<file path="config.mk">
export PLATFORM = sky130hd
export DESIGN_NAME = approx_cpa_pipe
export DESIGN_NICKNAME = d
export VERILOG_FILES = /design/src/rtl/approx_cpa_pipe.sv
export SDC_FILE = /design/constraint.sdc
export NUM_CORES = 1
export LEC_CHECK = 0
export BUFFER_PORTS_ARGS = -buffer_cell sky130_fd_sc_hd__clkbuf_2
export CAP_MARGIN = 30
export CORE_MARGIN = 2
export CORE_UTILIZATION = 45
export CTS_BUF_LIST = sky130_fd_sc_hd__clkbuf_4 sky130_fd_sc_hd__clkbuf_8 sky130_fd_sc_hd__clkbuf_16
export CTS_CLUSTER_DIAMETER = 50
export DETAILED_ROUTE_END_ITERATION = 6
export PLACE_DENSITY = 0.71
export SLEW_MARGIN = 0
export SYNTH_ARGS = -nofsm -noshare
export SYNTH_HDL_FRONTEND = slang
export SYNTH_SLANG_ARGS = --single-unit
</file>
<file path="constraint.sdc">
create_clock -name clk -period 1.95 [get_ports clk]
set_input_delay 0.585 -clock clk [delete_from_list [all_inputs] [get_ports clk]]
set_output_delay 0.585 -clock clk [all_outputs]
set_load 0.05 [all_outputs]
</file>
<file path="src/rtl/approx_cpa_pipe.sv">
// Final carry-propagate adder of the approximate multiplier: two-stage pipelined add
// of the compressor-tree residual rows with valid/ready handshake on both sides.
module approx_cpa_pipe #(
  parameter int WIDTH = 16,
  parameter int SPLIT = 8,
  parameter int CNT_W = 16
) (
  input  logic             clk,
  input  logic             rst,
  input  logic             in_valid,
  output logic             in_ready,
  input  logic [WIDTH-1:0] row_a,
  input  logic [WIDTH-1:0] row_b,
  output logic             out_valid,
  input  logic             out_ready,
  output logic [WIDTH-1:0] prod,
  output logic             prod_ovf,
  output logic [CNT_W-1:0] res_count
);

  localparam int HW = WIDTH - SPLIT;

  logic             s1_valid;
  logic [SPLIT-1:0] s1_lo;
  logic             s1_c;
  logic [HW-1:0]    s1_a_hi;
  logic [HW-1:0]    s1_b_hi;

  logic s2_free;
  logic s1_adv;
  logic in_fire;
  logic out_fire;

  // Handshake and advance conditions; in_ready follows out_ready with no skid buffer.
  always_comb begin
    s2_free  = !out_valid || out_ready;
    s1_adv   = s1_valid && s2_free;
    in_ready = !rst && (!s1_valid || s2_free);
    in_fire  = in_valid && in_ready;
    out_fire = out_valid && out_ready;
  end

  // Stage 1: low-slice add with carry, high slices passed through.
  always_ff @(posedge clk) begin
    if (rst) begin
      s1_valid <= 1'b0;
      s1_lo    <= '0;
      s1_c     <= 1'b0;
      s1_a_hi  <= '0;
      s1_b_hi  <= '0;
    end else begin
      s1_valid <= in_fire || (s1_valid && !s2_free);
      if (in_fire) begin
        {s1_c, s1_lo} <= {1'b0, row_a[SPLIT-1:0]} + {1'b0, row_b[SPLIT-1:0]};
        s1_a_hi       <= row_a[WIDTH-1:SPLIT];
        s1_b_hi       <= row_b[WIDTH-1:SPLIT];
      end else begin
        s1_c    <= s1_c;
        s1_lo   <= s1_lo;
        s1_a_hi <= s1_a_hi;
        s1_b_hi <= s1_b_hi;
      end
    end
  end

  // Stage 2: high-slice add absorbing the registered low carry; holds while stalled.
  always_ff @(posedge clk) begin
    if (rst) begin
      out_valid <= 1'b0;
      prod      <= '0;
      prod_ovf  <= 1'b0;
    end else begin
      out_valid <= s1_adv || (out_valid && !out_ready);
      if (s1_adv) begin
        {prod_ovf, prod[WIDTH-1:SPLIT]} <= {1'b0, s1_a_hi} + {1'b0, s1_b_hi}
                                           + {{HW{1'b0}}, s1_c};
        prod[SPLIT-1:0] <= s1_lo;
      end else begin
        prod     <= prod;
        prod_ovf <= prod_ovf;
      end
    end
  end

  // Completed-result counter, wraps silently.
  always_ff @(posedge clk) begin
    if (rst) begin
      res_count <= '0;
    end else if (out_fire) begin
      res_count <= res_count + {{(CNT_W-1){1'b0}}, 1'b1};
    end else begin
      res_count <= res_count;
    end
  end

endmodule

</file>
==> results.sh <==
export IMPL_post_route_period_util_pct=102
export IMPL_wl_per_cell_um=13.1
export IMPL_core_sq_um=6390
export IMPL_first_iter_violations=83
export IMPL_dp_slack_ns=-0.158
export IMPL_cp_max_fo=4
export IMPL_final_core_util_pct=58.9
export IMPL_drc=0
export IMPL_die_area_sq_um=7320
export IMPL_drv_slew=0
export IMPL_whs_path_depth=3
export IMPL_synth_ff_type="dfxtp_1"
export IMPL_whs_ns=0.425
export IMPL_cpPeakStageDelay_ns=0.40
export IMPL_avgViaCountPerCell=5.30
export IMPL_fmax_ghz=0.503
export IMPL_root_buffer="clkbuf_8"
export IMPL_clock_sinks=60
export IMPL_syn2layout_area_growth_pct=25.6
export IMPL_h_tree_depth=3
export IMPL_synthesis_nets=410
export IMPL_yosysSeqAreaShare_pct=40.1
export IMPL_status="complete, but fails checks"
export IMPL_fin_crit_ns=1.99
export IMPL_min_from="row_b[11]"
export IMPL_drt_wl_total_um=6810
export IMPL_skew_ns=0.00417
export IMPL_drive_above_1_share_pct=27.3
export IMPL_rsz0062_at_grt="yes"
export IMPL_r2r_start="s1_c"
export IMPL_rr_endpoint="prod_ovf"
export IMPL_synth_top_cell_by_area="dfxtp_1"
export IMPL_yosys_cell_types_count=45
export IMPL_dp_final_hpwl_um=5120
export IMPL_hold_violations=0
export IMPL_dieHeight_um=85.6
export IMPL_nFillCells=581
export IMPL_numCtsBuffers=9
export IMPL_vias=2757
export IMPL_mostFrequentLayoutCell="clkbuf_2"
export IMPL_synth_edf_count=0
export IMPL_synth_seq_cells=60
export IMPL_holdPathEnd="s1_b_hi[3]"
export IMPL_grt_pass1_vias=2567
export IMPL_critical_path_cell_count=6
export IMPL_reg2reg_depth=6
export IMPL_slew_headroom_pct=75.1
export IMPL_grt_max_degree=22
export IMPL_gp_congestion=0.876
export IMPL_r2r_slack_ns=-0.04
export IMPL_cp_slowest_cell="fa_2"
export IMPL_worst_setup_path_type="reg -> reg"
export IMPL_synth_area_sq_um=3000
export IMPL_critPathRequiredTime_ns=2.18
export IMPL_startpoint_type="flop"
export IMPL_violations="negative setup slack"
export IMPL_path_buf_inv=0
export IMPL_n_antenna_cell=0
export IMPL_clk_latency_ns=0.34
export IMPL_drtAntennaViolNets=0
export IMPL_hold_path_class="in -> reg"
export IMPL_layout_common_cells="69 x clkbuf_2, 67 x nand2_1, 56 x dfxtp_1"
export IMPL_ios=71
export IMPL_cp_end_kind="flop"
export IMPL_grt_use_total_pct=19.9
export IMPL_crit_top_cell="fa_2"
export IMPL_drtPass1Iterations=4
export IMPL_maxCapViolCount=0
export IMPL_synthCells=355
export IMPL_clk_pin_slew_worst_paths_ns=0.06
export IMPL_syn_avg_cell_area_sq_um=8.44
export IMPL_ys_top_cells_by_area="dfxtp_1 40%, nand2_1 8.4%, nand3b_1 7.3%"
export IMPL_clk_path_buf_depth=2
export IMPL_nets=495
export IMPL_antenna_found_initial=0
export IMPL_cp_top_family="compound AO/OA/AOI/OAI gates"
export IMPL_cts_tree="yes"
export IMPL_ir_drop_mv=0.500
export IMPL_yosys_area_top_type_share_pct=40.1
export IMPL_async_reset_ff_share_pct=0
export IMPL_worst_slack_ns=-0.0373
export IMPL_worstPathCellList="fa_2 -> fa_2 -> a211o_1 -> o211ai_1 -> a211oi_1 -> o211a_1"
export IMPL_grt_first_pass_wirelength_um=11700
export IMPL_grt_overflow_total=0
export IMPL_numPortBuffers=70
export IMPL_postLayoutCellArea_sq_um=3760
export IMPL_finalPower_mw=2.89
export IMPL_rows=29
export IMPL_cts_hold_fix_buffers=0
export IMPL_place_area_sq_um=3560
export IMPL_chipWidth_um=85.6
export IMPL_p_per_area_nw_per_um2=767
export IMPL_worst_pin_slew_ns=0.365
export IMPL_setup_viol=2
export IMPL_initial_core_util_pct=46.9
export IMPL_crit_arrival_ns=2.22
export IMPL_total_leakage_power_nw=1.69
export IMPL_ys_warn_count=0
## worst max-delay path by stage
stage | slack, ns | endpoint | startpoint
CTS | -0.04 | prod_ovf | s1_b_hi[0]
detailed placement | -0.16 | s1_lo[6] | row_a[0]
global placement | -0.12 | s1_lo[6] | row_a[0]
finish | -0.04 | prod_ovf | s1_c
global route | -0.11 | prod_ovf | s1_c
floorplan | -0.002 | in_ready | rst
## kinds of logic after synthesis
| kind of cell | share of synthesized area, % |
|---|---|
| AOI/OAI and AO/OA | 14.3 |
| xor gates and xnor gates | 3.80 |
| adders and majority gates | 8.69 |
| buffers and inverters | 3.38 |
| DFF | 40.1 |
| muxes | 0.376 |
| and+or+nand+nor | 29.3 |
## power by group
| part | leakage, nW | switching [mW] | total, mW | internal, mW |
|---|---|---|---|---|
| Combinational | 1.10 | 0.291 | 0.493 | 0.202 |
| Sequential | 0.492 | 0.0456 | 1.34 | 1.29 |
| Clock | 0.0959 | 0.454 | 1.05 | 0.600 |
| Total | 1.69 | 0.791 | 2.89 | 2.10 |
## synthesized netlist by cell type (2+ instances only)
master,instances
nor2b_1,2
a211oi_1,8
nand3b_1,29
clkbuf_1,10
and3_1,2
buf_2,6
o211ai_1,5
xor2_1,2
a211o_1,3
dfxtp_1,60
nand3_1,12
nor2_1,28
a21oi_1,27
nand4_1,3
nand2_1,67
ha_1,16
a21o_1,4
o21ai_0,11
nor3b_1,2
xnor2_1,11
fa_1,3
nor4_1,3
inv_1,8
nand2b_1,3
nor3_1,5
o31ai_1,2
or3_1,5
## layout make-up
class	count	area, sq um	area share, %
clock buffer	11	139	3.69
clock inverter	3	40.0	1.06
inverter	8	30.0	0.798
multi-input combinational	270	1720	45.6
sequential	60	1210	32.0
tap	77	96.3	2.56
timing repair buffer	91	536	14.2
## flip-flops by register name, summed over array words and instances, names as in the netlist
register,count
s1_valid,1
s1_b_hi,8
prod,16
s1_c,1
res_count,16
prod_ovf,1
s1_lo,8
s1_a_hi,8
out_valid,1
## through the flow
stage / TNS, ns / cells
floorplan: -0.00175 / 355
detailed placement: -0.531 / 504
finish: -0.0473 / 520
CTS: -0.0516 / 519
global route: -0.228 / 520
global placement: -0.380 / 504
## what timing repair did
item,4_1_cts,5_1_grt
setup endpoints to repair,4,4
pin swaps,4,4
cloned,0,0
hold endpoints to repair,0,0
gates resized for setup,2,3
setup buffers,1,1
## worst reg2reg max path, cell delays in order (launching register included)
cell      delay [ns]
dfxtp_2         0.33
fa_2            0.40
fa_2            0.35
a211o_1         0.28
o211ai_1        0.17
a211oi_1        0.13
o211a_1         0.22
## routing by layer
layer	track usage (%)	wire, um	up-vias
met3	5.00	372	11
met1	27.0	3270	1259
li1	-	-	1411
met5	0	0	-
met4	7.94	111	0
met2	30.3	3050	76
Power figures use the tool's default switching activity.
